===== config.mk =====
export PLATFORM = sky130hd
export DESIGN_NAME = tetris_op_sequencer
export DESIGN_NICKNAME = d
export VERILOG_FILES = /design/src/rtl/tetris_op_sequencer.sv
export SDC_FILE = /design/constraint.sdc
export NUM_CORES = 1
export LEC_CHECK = 0
export CORE_AREA = 2 2 99 101
export CTS_CLUSTER_SIZE = 28
export DETAILED_ROUTE_END_ITERATION = 12
export DIE_AREA = 0 0 101 103
export GPL_TIMING_DRIVEN = 0
export HOLD_SLACK_MARGIN = 0.08
export SYNTH_ARGS = -nofsm -noshare
export SYNTH_HDL_FRONTEND = slang
export SYNTH_SLANG_ARGS = --single-unit

===== constraint.sdc =====
create_clock -name clk_i -period 3.1 [get_ports clk_i]
set_clock_uncertainty 0.15 [all_clocks]
set_input_delay 0.465 -clock clk_i [delete_from_list [all_inputs] [get_ports clk_i]]
set_output_delay 0.465 -clock clk_i [all_outputs]
set_load 0.005 [all_outputs]

===== src/rtl/tetris_op_sequencer.sv =====
// tetris_op_sequencer: turns user pulses and gravity into an ordered stream of
// scene-engine opcodes with a valid/ready issue and a done/ok completion handshake.
module tetris_op_sequencer #(
   parameter int unsigned gravity_period_p = 25000000,
   parameter logic [15:0] lfsr_seed_p      = 16'hACE1
) (
   input  logic        clk_i,
   input  logic        reset_n_i,
   input  logic        start_i,
   input  logic        left_i,
   input  logic        right_i,
   input  logic        rotate_i,
   input  logic        drop_i,
   output logic        op_v_o,
   output logic [2:0]  op_o,
   output logic [2:0]  tile_type_o,
   input  logic        op_ready_i,
   input  logic        done_v_i,
   input  logic        done_ok_i,
   input  logic [2:0]  lines_i,
   output logic [15:0] score_o,
   output logic        game_over_o,
   output logic        busy_o
);
   localparam logic [2:0] op_new = 3'd0, op_left = 3'd1, op_right = 3'd2, op_down = 3'd3;
   localparam logic [2:0] op_rotate = 3'd4, op_commit = 3'd5, op_check = 3'd6;
   localparam logic [2:0] tile_non = 3'd0, tile_t = 3'd6;
   localparam int cw = $clog2(gravity_period_p);
   localparam logic [cw-1:0] cnt_max = cw'(gravity_period_p - 1);

   typedef enum logic [2:0] {IDLE, NEW, PLAY, ISSUE, WAIT, COMMIT, CHECK, OVER} state_t;

   state_t state_q, state_d;
   logic [2:0] op_q, op_d;
   logic [3:0] pend_q, pend_d, set_m, clr_m;
   logic drop_q, drop_d, active, xfer, done, grav_tick, down_ok, down_fail;
   logic [cw-1:0] cnt_q, cnt_d;
   logic [15:0] lfsr_q, lfsr_d, score_q, score_d;
   logic [16:0] sum;

   assign active    = state_q inside {PLAY, ISSUE, WAIT};
   assign xfer      = state_q == ISSUE && op_ready_i;
   assign done      = state_q == WAIT && done_v_i;
   assign down_ok   = done && op_q == op_down && done_ok_i;
   assign down_fail = done && op_q == op_down && !done_ok_i;
   assign grav_tick = active && cnt_q == cnt_max;
   assign sum       = {1'b0, score_q} + {14'b0, lines_i};

   always_comb begin
      state_d = state_q;
      op_d    = op_q;
      score_d = score_q;
      case (state_q)
         IDLE, OVER: if (start_i) begin
            state_d = NEW;
            score_d = '0;
         end
         NEW: begin
            state_d = ISSUE;
            op_d    = op_new;
         end
         PLAY: if (|pend_q) begin
            state_d = ISSUE;
            op_d    = pend_q[3] ? op_down : pend_q[2] ? op_rotate : pend_q[1] ? op_left : op_right;
         end
         ISSUE: if (op_ready_i) state_d = WAIT;
         WAIT: if (done_v_i) begin
            case (op_q)
               op_new:    state_d = done_ok_i ? PLAY : OVER;
               op_down:   state_d = done_ok_i ? PLAY : COMMIT;
               op_commit: state_d = CHECK;
               op_check: begin
                  state_d = NEW;
                  score_d = sum[16] ? 16'hFFFF : sum[15:0];
               end
               default:   state_d = PLAY;
            endcase
         end
         COMMIT: begin
            state_d = ISSUE;
            op_d    = op_commit;
         end
         CHECK: begin
            state_d = ISSUE;
            op_d    = op_check;
         end
         default: state_d = IDLE;
      endcase
   end

   // pending bits: {gravity, rotate, left, right}; a set in the same cycle as the issuing clear wins
   always_comb begin
      set_m  = active ? {grav_tick | drop_i | (down_ok & drop_q), rotate_i, left_i, right_i} : 4'b0;
      clr_m  = xfer ? {op_q == op_down, op_q == op_rotate, op_q == op_left, op_q == op_right} : 4'b0;
      pend_d = state_d == NEW ? 4'b0 : (pend_q & ~clr_m) | set_m;
      drop_d = state_d == NEW ? 1'b0 : (drop_q & ~down_fail) | (active & drop_i);
      cnt_d  = (!active || grav_tick) ? '0 : cnt_q + 1'b1;
      lfsr_d = (xfer && op_q == op_new) ?
               {lfsr_q[14:0], lfsr_q[15] ^ lfsr_q[13] ^ lfsr_q[12] ^ lfsr_q[10]} : lfsr_q;
   end

   always_ff @(posedge clk_i or negedge reset_n_i) begin
      if (!reset_n_i) begin
         state_q <= IDLE;
         op_q    <= op_new;
         pend_q  <= '0;
         drop_q  <= 1'b0;
         cnt_q   <= '0;
         lfsr_q  <= lfsr_seed_p;
         score_q <= '0;
      end else begin
         state_q <= state_d;
         op_q    <= op_d;
         pend_q  <= pend_d;
         drop_q  <= drop_d;
         cnt_q   <= cnt_d;
         lfsr_q  <= lfsr_d;
         score_q <= score_d;
      end
   end

   assign op_v_o      = state_q == ISSUE;
   assign op_o        = op_q;
   assign tile_type_o = (state_q == ISSUE && op_q == op_new) ?
                        (lfsr_q[2:0] == 3'd0 ? tile_t : lfsr_q[2:0]) : tile_non;
   assign busy_o      = state_q inside {ISSUE, WAIT};
   assign game_over_o = state_q == OVER;
   assign score_o     = score_q;
endmodule

==> summary by stage, run 1 <==
Status
The run finished with clean final reports.

STA
For the finished layout, the period the worst path requires is between 2 and 3 ns. The count of endpoints failing hold in the final timing report came to 0. The number of pins with negative max-slew slack in the final report is 0. Setup repair after global routing left no endpoint under its margin. Setup violations remaining at the end of the flow were counted as 0. Hold timing on the final database bottoms out at a slack of approximately 0.062 ns.

The worst-margin pin slew is approximately 0.9 ns. The remaining max-slew budget at the tightest pin is roughly two fifths. The final critical path takes up approximately 93% of the cycle. The top achievable clock speed is 0.3465 GHz.

Floorplanning
The die covers 10400 sq um. The initialized floorplan defines 36 standard-cell rows. The floorplan die height is around 100 microns. The initial utilization of the core area, before any placement, comes to 40.70%. The floorplan core area is 9459 sq um. The overall die width is 101 microns. During I/O placement, the number of pins put on the boundary was 38.

Detailed routing
Dividing the detail-routed wire length by the instance count gives ~15 microns. The number of vias per cell after detailed routing is 5.547. For this block, the initial DRC count from the detailed router was 86. The number of remaining DRC errors is 0. In this run the remaining antenna-violating nets after routing total 0. The total vias in the final route is 3084. The first-pass iteration count of the detailed router is 4.

The total detailed-routing wirelength is 8072 microns.

Global routing
The largest net degree at the start of global routing is 69. The first global-routing pass estimated around 14000 microns of wire. The initial antenna violation count is 0. The overflow left after global routing is 0. The total global-route track usage is 16.74%. The via count of the first global-routing pass is 2920.

Logic synthesis
Synthesis instantiated 65 different standard cells from the library. The share of synthesized area occupied by flip-flops and latches is 44.46%. The number of flops mapped to enable cells by yosys is 0. The area share of the leading cell type in the synthesized netlist is 39.00%. The flip-flop and latch count after synthesis is between 60 and 70. The cell area that synthesis handed to floorplanning was 3850 sq um. The cell count after synthesis is 390.

The largest total area in the synthesized netlist belongs to dfrtp_1. The mean instance size in the synthesized netlist is 9.872 sq um. After synthesis, the most frequently instantiated cells are dfrtp_1, nor2_1, nand2_1, o21ai_0, a21oi_1. During synthesis, Yosys emitted a total of 0 warnings. In the synthesized netlist the async set-or-reset flop fraction comes to 100.0%. The net count of the mapped netlist is 413. dfrtp_1 is the most common cell in the netlist. Yosys attributes the largest share of cell area to dfrtp_1, dfstp_2, mux2_2. In the synthesized netlist the dominant register cell turns out to be dfrtp_1.

Power
The fraction of power consumed by combinational cells is 38.5%. Summed over all nets, the switching power comes to 1.100 mW. VDD sags by at most 0.4699 mV. After layout, the design draws a total of 2.919 mW. In this run the power density over the cells is between 600 and 700 nW/um^2. The relative contribution of the clock network to total power is approximately a quarter.

The internal cell power is around 1.8 mW. The switching share of total power is 37.68%. The leakage power is around 2.0 nW. Sequential cells burn roughly a third of the power.

Placement
Detailed placement ended at an HPWL of 5660 microns. The final weighted congestion in routability-driven placement is 0.9116. After detailed placement, the total cell area comes to approximately 4400 sq um. The number of placed instances, taps included is 540. The number of port buffers is 36.

Cells and area
The antenna diode count is 0. The post-route netlist has 15.16% of its cells at a drive strength greater than 1. The area growth from synthesis to final layout is 18.46%. The final core utilization is 48.21%. The final instance count without filler cells is 556.

After routing the design area is 4561 sq um. In the final design database the tool counted 460 nets. The layout has a little over 900 filler cells.

Setup path
The launching element type of the critical path is a flop. For the worst setup path, the data required time is 2.48 ns. The endpoint type of the worst setup path is an output pin. STA puts the critical path data arrival time at 2.27 ns. The highest net fanout along the worst path is 8.

The setup path with the least slack is of type flop to output pin.

Run
The max-capacitance violation count is 0.

Clocking
The cell sitting at the root of the clock tree is a clkbuf_8. Clock tree synthesis inserted a total of 9 buffers. The total clock sinks is 68. At the later pin of the worst-skew pair, clock insertion delay measures about 0.35 ns. The TritonCTS clock tree is yes. The clock passes through at most 2 buffers. For this design, the CTS-stage hold fixing added 0 buffers. The clock-pin slew reported for the worst setup and hold paths after clock tree synthesis is approximately 0.09 ns.

The H-tree was split into 3 levels. After clock tree synthesis, the setup repair step added 0 buffers.

Min path
The path category of the worst min-delay check is primary input to asynchronous set/reset pin.
## timing repair
action,4_1_cts,5_1_grt
hold endpoints to repair,0,0
gates resized for setup,0,1
endpoints found under the setup margin,0,1
## logic make-up (layout without fill, tap and decap cells)
kind of cell | after synthesis | in the layout | share of synthesized area (%)
AND/OR/NAND/NOR | 153 | 153 | 21.25
multiplexers | 16 | 16 | 4.647
adder cells (fa/ha/maj) | 10 | 10 | 3.445
XOR/XNOR | 26 | 26 | 5.915
AO/OA/AOI/OAI | 94 | 94 | 16.93
buffers and inverters | 23 | 75 | 3.347
flip-flops | 68 | 68 | 44.46
## state kept, by name, indices dropped and copies added, names as in the netlist
register / count
cnt_q: 25
lfsr_q: 16
score_o: 16
pend_q: 4
op_o: 3
state_q: 3
drop_q: 1
## cell usage in the layout (no fill, tap or decap), types with 3 or more instances in the layout
cell / synthesis / routed
a21o_1: 8 / 8
a21oi_1: 17 / 17
a22o_1: 6 / 6
a22oi_1: 3 / 3
a31oi_1: 6 / 6
and2_1: 4 / 4
and3_1: 12 / 12
and4_1: 4 / 4
buf_2: 7 / 7
buf_6: 4 / 4
clkbuf_1: 4 / 4
clkbuf_8: 0 / 9
clkdlybuf4s50_1: 0 / 35
dfrtp_1: 60 / 60
dfstp_2: 8 / 8
ha_1: 9 / 9
inv_1: 7 / 7
mux2_2: 15 / 15
nand2_1: 34 / 34
nand2b_1: 10 / 10
nand3_1: 12 / 12
nand4_1: 9 / 9
nor2_1: 35 / 34
nor3_1: 7 / 7
o21a_1: 5 / 5
o21ai_0: 27 / 27
o31ai_1: 4 / 4
xnor2_1: 10 / 10
xor2_1: 16 / 16
## worst paths after layout
check                      slack, ns  depth (start not counted)  startpoint             end
min                             0.06                          1   reset_n_i       lfsr_q[8]
min reg2reg                     0.31                          1    cnt_q[0]        cnt_q[0]
max                             0.21                          5  state_q[0]  tile_type_o[0]
max in group asynchronous       2.15                          1   reset_n_i         op_o[0]
max reg2reg                     0.38                          7  state_q[0]          drop_q
min in group clk_i              0.31                          1    cnt_q[0]        cnt_q[0]
## worst max-delay path, cell delays in order, from the launching register on
cell	delay, ns
dfrtp_1	0.49
ha_1	0.36
nand2b_1	0.18
nor2_2	0.24
and2_1	0.16
clkdlybuf4s50_1	0.49
## area by class of cell
class / count / area [sq um] / share of cell area [%]
Buffer: 16 / 102.6 / 2.250
Clock buffer: 9 / 123.9 / 2.716
Clock inverter: 7 / 83.83 / 1.838
Inverter: 7 / 26.28 / 0.5761
Multi-Input combinational cell: 299 / 2012 / 44.12
Sequential cell: 68 / 1712 / 37.53
Tap cell: 114 / 142.6 / 3.128
Timing Repair Buffer: 36 / 357.8 / 7.846
## stage by stage
| step | TNS (ns) | worst slack [ns] |
|---|---|---|
| finish | 0 | 0.2139 |
| global route | 0 | 0.06689 |
| CTS | 0 | 0.1080 |
| detailed placement | 0 | 0.1628 |
| global placement | -53.77 | -0.8884 |
| floorplan | 0 | 0.8111 |
## power groups by stage
stage          clock network, mW  logic [mW]  registers, mW
6_report                   0.779        1.12           1.02
5_1_grt                    0.844        1.24           1.03
4_1_cts                    0.802        1.13           1.02
3_5_place_dp                   0        1.12           1.03
3_3_place_gp                   0        1.11           1.03
2_1_floorplan                  0       0.779           1.02
## per-layer routing
layer	track usage (%)	part of all wire, %
met5	0	0
met4	7.796	2.1
met3	3.119	4.3
met2	25.13	43
met1	23.56	50
(Power assumes the default switching activity.)
==> run 2, diff against run 1 <==
--- a/config.mk
+++ b/config.mk
@@ -5,10 +5,10 @@
 export SDC_FILE = /design/constraint.sdc
 export NUM_CORES = 1
 export LEC_CHECK = 0
-export CORE_AREA = 2 2 99 101
+export CORE_AREA = 2 2 102 104
 export CTS_CLUSTER_SIZE = 28
 export DETAILED_ROUTE_END_ITERATION = 12
-export DIE_AREA = 0 0 101 103
+export DIE_AREA = 0 0 104 106
 export GPL_TIMING_DRIVEN = 0
 export HOLD_SLACK_MARGIN = 0.08
 export SYNTH_ARGS = -nofsm -noshare
==> run 2 against run 1 <==
Effect of this change: combinational power barely moved; power fell by 0.26%; critical endpoint unchanged; worst setup slack got worse by 0.089 ns; flip-flop and latch count did not move.
==> summary by stage, run 2 (same netlist as run 1, synthesis figures left out) <==
Clocking
The number of cells upsized or downsized after cts is 0 (unchanged). The root buffer cell was clkbuf_8 (unchanged). The total clock sinks was 68 (unchanged). The maximum number of buffers from clock root to sink was 2 (unchanged). The clock insertion delay at the later pin of the skew report is 0.35 ns (about the same).

The clock-pin slew reported for the worst setup and hold paths after clock tree synthesis came to 0.09 ns (about the same). The number of CTS-inserted buffers came to 9 (unchanged). The number of H-tree levels is 3 (unchanged). The number of hold buffers added after cts is 0 (unchanged).

The post-CTS setup buffer count is 0 (unchanged). The TritonCTS clock tree was yes (unchanged).

Setup path
The launch point of the critical path is state_q[0] (unchanged). The endpoint type of the worst setup path is an output pin (unchanged). The launching element type of the critical path is a flop (unchanged).

The reg-to-reg setup timing slack is 0.35 ns (was 0.38 ns). The cell type group with the largest total delay on the critical path was simple AND/OR/NAND/NOR gates (unchanged). The end of the critical path is tile_type_o[0] (unchanged). The critical path's slowest cell was clkdlybuf4s50_1 (was dfrtp_1). The total buffers and inverters traversed by the critical path is 1 (unchanged).

The launch point of the worst reg-to-reg path is state_q[0] (unchanged). The critical path start-end classification is flop to output pin (unchanged). The depth of the worst register-to-register path was 7 (unchanged).

The critical path required time is 2.48 ns (about the same). The highest net fanout along the worst path is 8 (unchanged). The delay of the slowest critical-path stage is 0.50 ns (was 0.49 ns). The worst flop-to-flop path endpoint is drop_q (unchanged). The arrival time at the worst endpoint is 2.36 ns (was 2.27 ns). Cell Chain, Critical Path: ha_1 -> nand2b_1 -> nor2_1 -> and2_1 -> clkdlybuf4s50_1 (was ha_1 -> nand2b_1 -> nor2_2 -> and2_1 -> clkdlybuf4s50_1). The number of gates on the worst path with buffers counted is 5 (unchanged).

STA
The remaining max-slew budget at the tightest pin was 38.37% (was 38.98%). The count of endpoints failing hold in the final timing report is 0 (unchanged). The minimum setup slack in the final design is 0.1251 ns (was 0.2139 ns). The final critical-path share of the clock period is 95.96% (was 93.10%). The number of pins with negative max-slew slack in the final report was 0 (unchanged). Setup repair after global routing missed its margin: false (unchanged). The worst-margin pin slew is 0.9244 ns (was 0.9154 ns). The shortest period the worst path allows is 2.975 ns (was 2.886 ns).

The top achievable clock speed is 0.3361 GHz (was 0.3465 GHz). The aggregate negative setup slack is 0 ns (unchanged). The count of endpoints failing setup in the final report is 0 (unchanged).

Detailed routing
The routed wirelength normalized by instance count was 14.63 microns (was 14.52 microns). The number of DRC markers in iteration 0 was 122 (was 86). The final antenna-violating net count is 0 (unchanged). The number of vias per cell after detailed routing is 5.362 (was 5.547). The number of remaining DRC errors is 0 (unchanged). The first-pass iteration count of the detailed router is 4 (unchanged). The total detailed-routing wirelength is 8457 microns (was 8072 microns). The total vias in the final route came to 3099 (was 3084).

Floorplanning
The overall die width was 104 microns (was 101 microns). The total number of placement rows is 37 (was 36). The starting density of the core is 38.50% (was 40.70%). The total die area is 11020 sq um (was 10400 sq um). The count of boundary I/O pins is 38 (unchanged).

The floorplan core area is 10000 sq um (was 9459 sq um). The floorplan die height came to 106 microns (was 103 microns).

Min path
The path category of the worst min-delay check is primary input to asynchronous set/reset pin (unchanged).

Global routing
The total global-route track usage is 16.45% (was 16.74%). The largest net degree at the start of global routing came to 69 (unchanged). The initial antenna violation count is 0 (unchanged). The global-route wire length before repair is 14640 microns (was 13720 microns). The overflow left after global routing is 0 (unchanged).

The via count of the first global-routing pass is 3095 (was 2920).

Status
Run status: finished clean (unchanged).

Placement
The placement-stage worst setup slack is 0.2042 ns (was 0.1628 ns). The number of port buffers is 36 (unchanged). The final weighted congestion in routability-driven placement came to 0.9104 (was 0.9116). The number of placed instances, taps included is 562 (was 540).

The HPWL after detailed placement is 5825 microns (was 5660 microns).

Cells and area
The final core utilization is 45.83% (was 48.21%). The number of nets at the end of the flow was 460 (unchanged). The number of flip-flops under the largest register name came to 25 (unchanged). The antenna diode count is 0 (unchanged).

The final instance count without filler cells is 578 (was 556). Commonest cells after routing, fill and taps aside: dfrtp_1, nor2_1, clkdlybuf4s50_1, nand2_1, o21ai_0 (was dfrtp_1, clkdlybuf4s50_1, nor2_1, nand2_1, o21ai_0). The area growth from synthesis to final layout was 19.04% (was 18.46%).

The layout cell share with drive strength beyond 1 is 14.93% (was 15.16%). The register with the most flip-flops is cnt_q (unchanged). The most frequent standard cell in the layout excluding fill and tap cells is dfrtp_1 (unchanged).

Power
The leakage power is 1.998 nW (was 2.000 nW). The post-layout total power is 2.912 mW (was 2.919 mW). The power density normalized to cell area came to 635.3 nW/um^2 (was 640.1 nW/um^2). The worst ir drop on vdd is 0.3662 mV (was 0.4699 mV).

Run
The max-capacitance violation count is 0 (unchanged).
==> run 2: cell counts in the layout (fill, tap and decap cells not counted) <==
No cell type changed its count.
==> run 2: power breakdown <==
group / total [mW] / internal [mW] / leakage [nW] / switching (mW)
clock: 0.769 / 0.383 / 0.101 / 0.386
combinational: 1.12 / 0.472 / 0.989 / 0.653
sequential: 1.02 / 0.958 / 0.909 / 0.0595
==> run 2: final cells by class <==
cell class / count / area [sq um]
flip-flops and latches: 68 / 1712
repair buffers: 36 / 357.8
inverters: 7 / 26.28
well taps: 136 / 170.2
multi-input cells: 299 / 2009
clock buffers: 9 / 123.9
plain buffers: 16 / 102.6
clock inverters: 7 / 81.33
fillers: 1004 / 5416
==> run 2: through the flow <==
step | hold slack, ns | cell area (sq um)
detailed placement | 0.2984 | 4378
global route | 0.1490 | 4583
finish | 0.05237 | 4583
floorplan | 0.01941 | 3850
global placement | 0.2982 | 4380
CTS | 0.1027 | 4583
==> run 2: worst min path at each step <==
stage               from         end  cells after the start
3_3_place_gp    cnt_q[0]    cnt_q[0]                      1
6_report       reset_n_i  score_o[0]                      1
5_1_grt        reset_n_i  score_o[0]                      1
2_1_floorplan  reset_n_i    cnt_q[0]                      0
4_1_cts        reset_n_i  score_o[0]                      1
3_5_place_dp    cnt_q[0]    cnt_q[0]                      1
==> run 2: routing by layer <==
layer / up-vias / global-route usage, % / routed length (microns)
li1: 1506 / - / -
met1: 1501 / 21.87 / 3898
met2: 80 / 26.03 / 4024
met3: 12 / 4.353 / 405
met4: 0 / 5.792 / 129
met5: - / 0 / 0
==> run 3, diff against run 2 <==
--- a/config.mk
+++ b/config.mk
@@ -11,6 +11,7 @@
 export DIE_AREA = 0 0 104 106
 export GPL_TIMING_DRIVEN = 0
 export HOLD_SLACK_MARGIN = 0.08
+export RECOVER_POWER = 100
 export SYNTH_ARGS = -nofsm -noshare
 export SYNTH_HDL_FRONTEND = slang
 export SYNTH_SLANG_ARGS = --single-unit
==> constraint.sdc (replaced) <==
create_clock -name clk_i -period 3.6 [get_ports clk_i]
set_clock_uncertainty 0.15 [all_clocks]
set_input_delay 0.72 -clock clk_i [delete_from_list [all_inputs] [get_ports clk_i]]
set_output_delay 0.72 -clock clk_i [all_outputs]
set_load 0.005 [all_outputs]
==> run 3 against run 2 <==
Effect of this change: the flow now finishes with violations (capacitance limit, slew limit); worst hold slack improved by 0.26 ns; sequential power fell by 14%; clock power fell by 14%; critical path type unchanged; utilization fell by 0.65 points; largest cell class unchanged.
==> summary by stage, run 3 (same netlist as run 1, synthesis figures left out) <==
STA
The count of endpoints failing hold in the final timing report was 0 (unchanged). The worst hold-check slack was 0.3091 ns (was 0.05237 ns). The aggregate negative setup slack is 0 ns (unchanged). The remaining max-slew budget at the tightest pin is -12.98% (was 38.37%). Counting I/O delays and the setup requirement, the final critical path takes 3.247 ns. The number of pins with negative max-slew slack in the final report is 69 (was 0). The minimum setup slack in the final design is 0.3528 ns (was 0.1251 ns). The count of endpoints failing setup in the final report is 0 (unchanged). Based on the critical path, the design can be clocked at up to 0.3080 GHz.

The worst-margin pin slew is 1.695 ns (was 0.9244 ns). Setup repair after global routing missed its margin: false (unchanged). The final critical-path share of the clock period is 90.20%.

Min path
The startpoint of the worst hold path is cnt_q[0]. The path category of the worst min-delay check is flop to flop (was primary input to asynchronous set/reset pin).

Floorplanning
The floorplan die height is 106 microns (unchanged). The starting density of the core was 38.50% (unchanged). The overall die width is 104 microns (unchanged). The count of boundary I/O pins is 38 (unchanged). The total number of placement rows is 37 (unchanged). The total die area is 11020 sq um (unchanged). The floorplan core area is 10000 sq um (unchanged).

Detailed routing
The final antenna-violating net count is 0 (unchanged). The number of DRC markers in iteration 0 is 127 (was 122). The routed wirelength normalized by instance count came to 14.61 microns (was 14.63 microns).

The first-pass iteration count of the detailed router was 4 (unchanged). The number of vias per cell after detailed routing is 5.355 (was 5.362). The total vias in the final route was 3095 (was 3099). The number of remaining DRC errors is 0 (unchanged). The total detailed-routing wirelength came to 8446 microns (was 8457 microns).

Cells and area
The final instance count without filler cells is 578 (unchanged). The layout cell share with drive strength beyond 1 was 12.90% (was 14.93%). The area growth from synthesis to final layout is 17.35% (was 19.04%). The final standard cell area without fillers is 4518 sq um (was 4583 sq um). The register with the most flip-flops is cnt_q (unchanged). Commonest cells after routing, fill and taps aside: dfrtp_1, nand2_1, nor2_1, o21ai_0, dlygate4sd3_1 (was dfrtp_1, nor2_1, clkdlybuf4s50_1, nand2_1, o21ai_0). The number of flip-flops under the largest register name is 25 (unchanged). The antenna diode count is 0 (unchanged). The number of nets at the end of the flow is 460 (unchanged).

The final core utilization is 45.18% (was 45.83%). The most frequent standard cell in the layout excluding fill and tap cells is dfrtp_1 (unchanged).

Placement
The number of placed instances, taps included is 562 (unchanged). The HPWL after detailed placement is 5825 microns (unchanged). The area of placed instances is 4378 sq um (unchanged). The number of port buffers is 36 (unchanged).

The final weighted congestion in routability-driven placement is 0.9104 (unchanged). The placement-stage worst setup slack is 0.4492 ns (was 0.2042 ns).

Clocking
The root buffer cell is clkbuf_8 (unchanged). The maximum number of buffers from clock root to sink is 2 (unchanged). The number of CTS-inserted buffers is 9 (unchanged).

The number of hold buffers added after cts is 0 (unchanged). The clock insertion delay at the later pin of the skew report is 0.35 ns (about the same). The total clock sinks is 68 (unchanged). The TritonCTS clock tree is yes (unchanged). The post-CTS setup buffer count came to 0 (unchanged). The number of cells upsized or downsized after cts is 0 (unchanged). The clock-pin slew reported for the worst setup and hold paths after clock tree synthesis came to 0.08 ns (was 0.09 ns). The number of H-tree levels is 3 (unchanged).

Power
The leakage power came to 2.053 nW (was 1.998 nW). The post-layout total power is 2.428 mW (was 2.912 mW). The worst ir drop on vdd is 0.2988 mV (was 0.3662 mV). The power density normalized to cell area is 537.4 nW/um^2 (was 635.3 nW/um^2).

Status
The final reports fail on capacitance limit, slew limit. Run status: finished, violations left (was finished clean).

Global routing
The via count of the first global-routing pass is 3095 (unchanged). The largest net degree at the start of global routing came to 69 (unchanged). The initial antenna violation count is 0 (unchanged). The total global-route track usage is 16.45% (unchanged).

The overflow left after global routing is 0 (unchanged). The global-route wire length before repair is 14640 microns (unchanged).

Setup path
The critical path start-end classification is flop to output pin (unchanged). The arrival time at the worst endpoint is 2.38 ns (was 2.36 ns). The highest net fanout along the worst path is 8 (unchanged).

The launch point of the critical path is state_q[0] (unchanged). The critical path required time is 2.73 ns (was 2.48 ns). The launching element type of the critical path is a flop (unchanged). The reg-to-reg setup timing slack is 0.46 ns (was 0.35 ns).

The endpoint type of the worst setup path is an output pin (unchanged). The launch point of the worst reg-to-reg path was state_q[0] (unchanged).

Run
The max-capacitance violation count is 1 (was 0).
run 3: cell count changes in the layout (fill, tap and decap cells not counted), sizes merged:
cell	delta
clkbuf	+4
clkdlybuf4s50	-23
buf	-4
dlygate4sd3	+23
run 3: worst paths after layout:
path / to / cells past startpoint
max in group asynchronous: lfsr_q[12] / 1
min reg2reg: cnt_q[0] / 1
max reg2reg: drop_q / 7
max: tile_type_o[1] / 5
min in group asynchronous: score_o[0] / 1
min: cnt_q[0] / 1
run 3: power by group:
part	switching (mW)	internal (mW)
Sequential	0.0491	0.825
Clock	0.333	0.330
Combinational	0.545	0.346
Total	0.927	1.50
run 3: area by class of cell:
cell class                      instances  area, sq um
Sequential cell                        68         1712
Buffer                                 16        80.08
Timing Repair Buffer                   36        355.3
Clock inverter                          7        81.33
Clock buffer                            9        123.9
Inverter                                7        26.28
Fill cell                            1016         5482
Tap cell                              136        170.2
Multi-Input combinational cell        299         1969
run 3: routing by layer:
layer	part of all wire, %	GRT usage [%]	vias up	wire [microns]
li1	-	-	1503	-
met1	46	21.87	1507	3903
met2	48	26.03	75	4029
met3	4.6	4.353	10	392
met4	1.4	5.792	0	120
met5	0	0	-	0
run 3: critical path, stage by stage (launching register included):
cell	delay, ns
dfrtp_1	0.49
ha_1	0.37
nand2b_1	0.18
nor2_1	0.27
o21a_1	0.16
dlygate4sd3_1	0.56
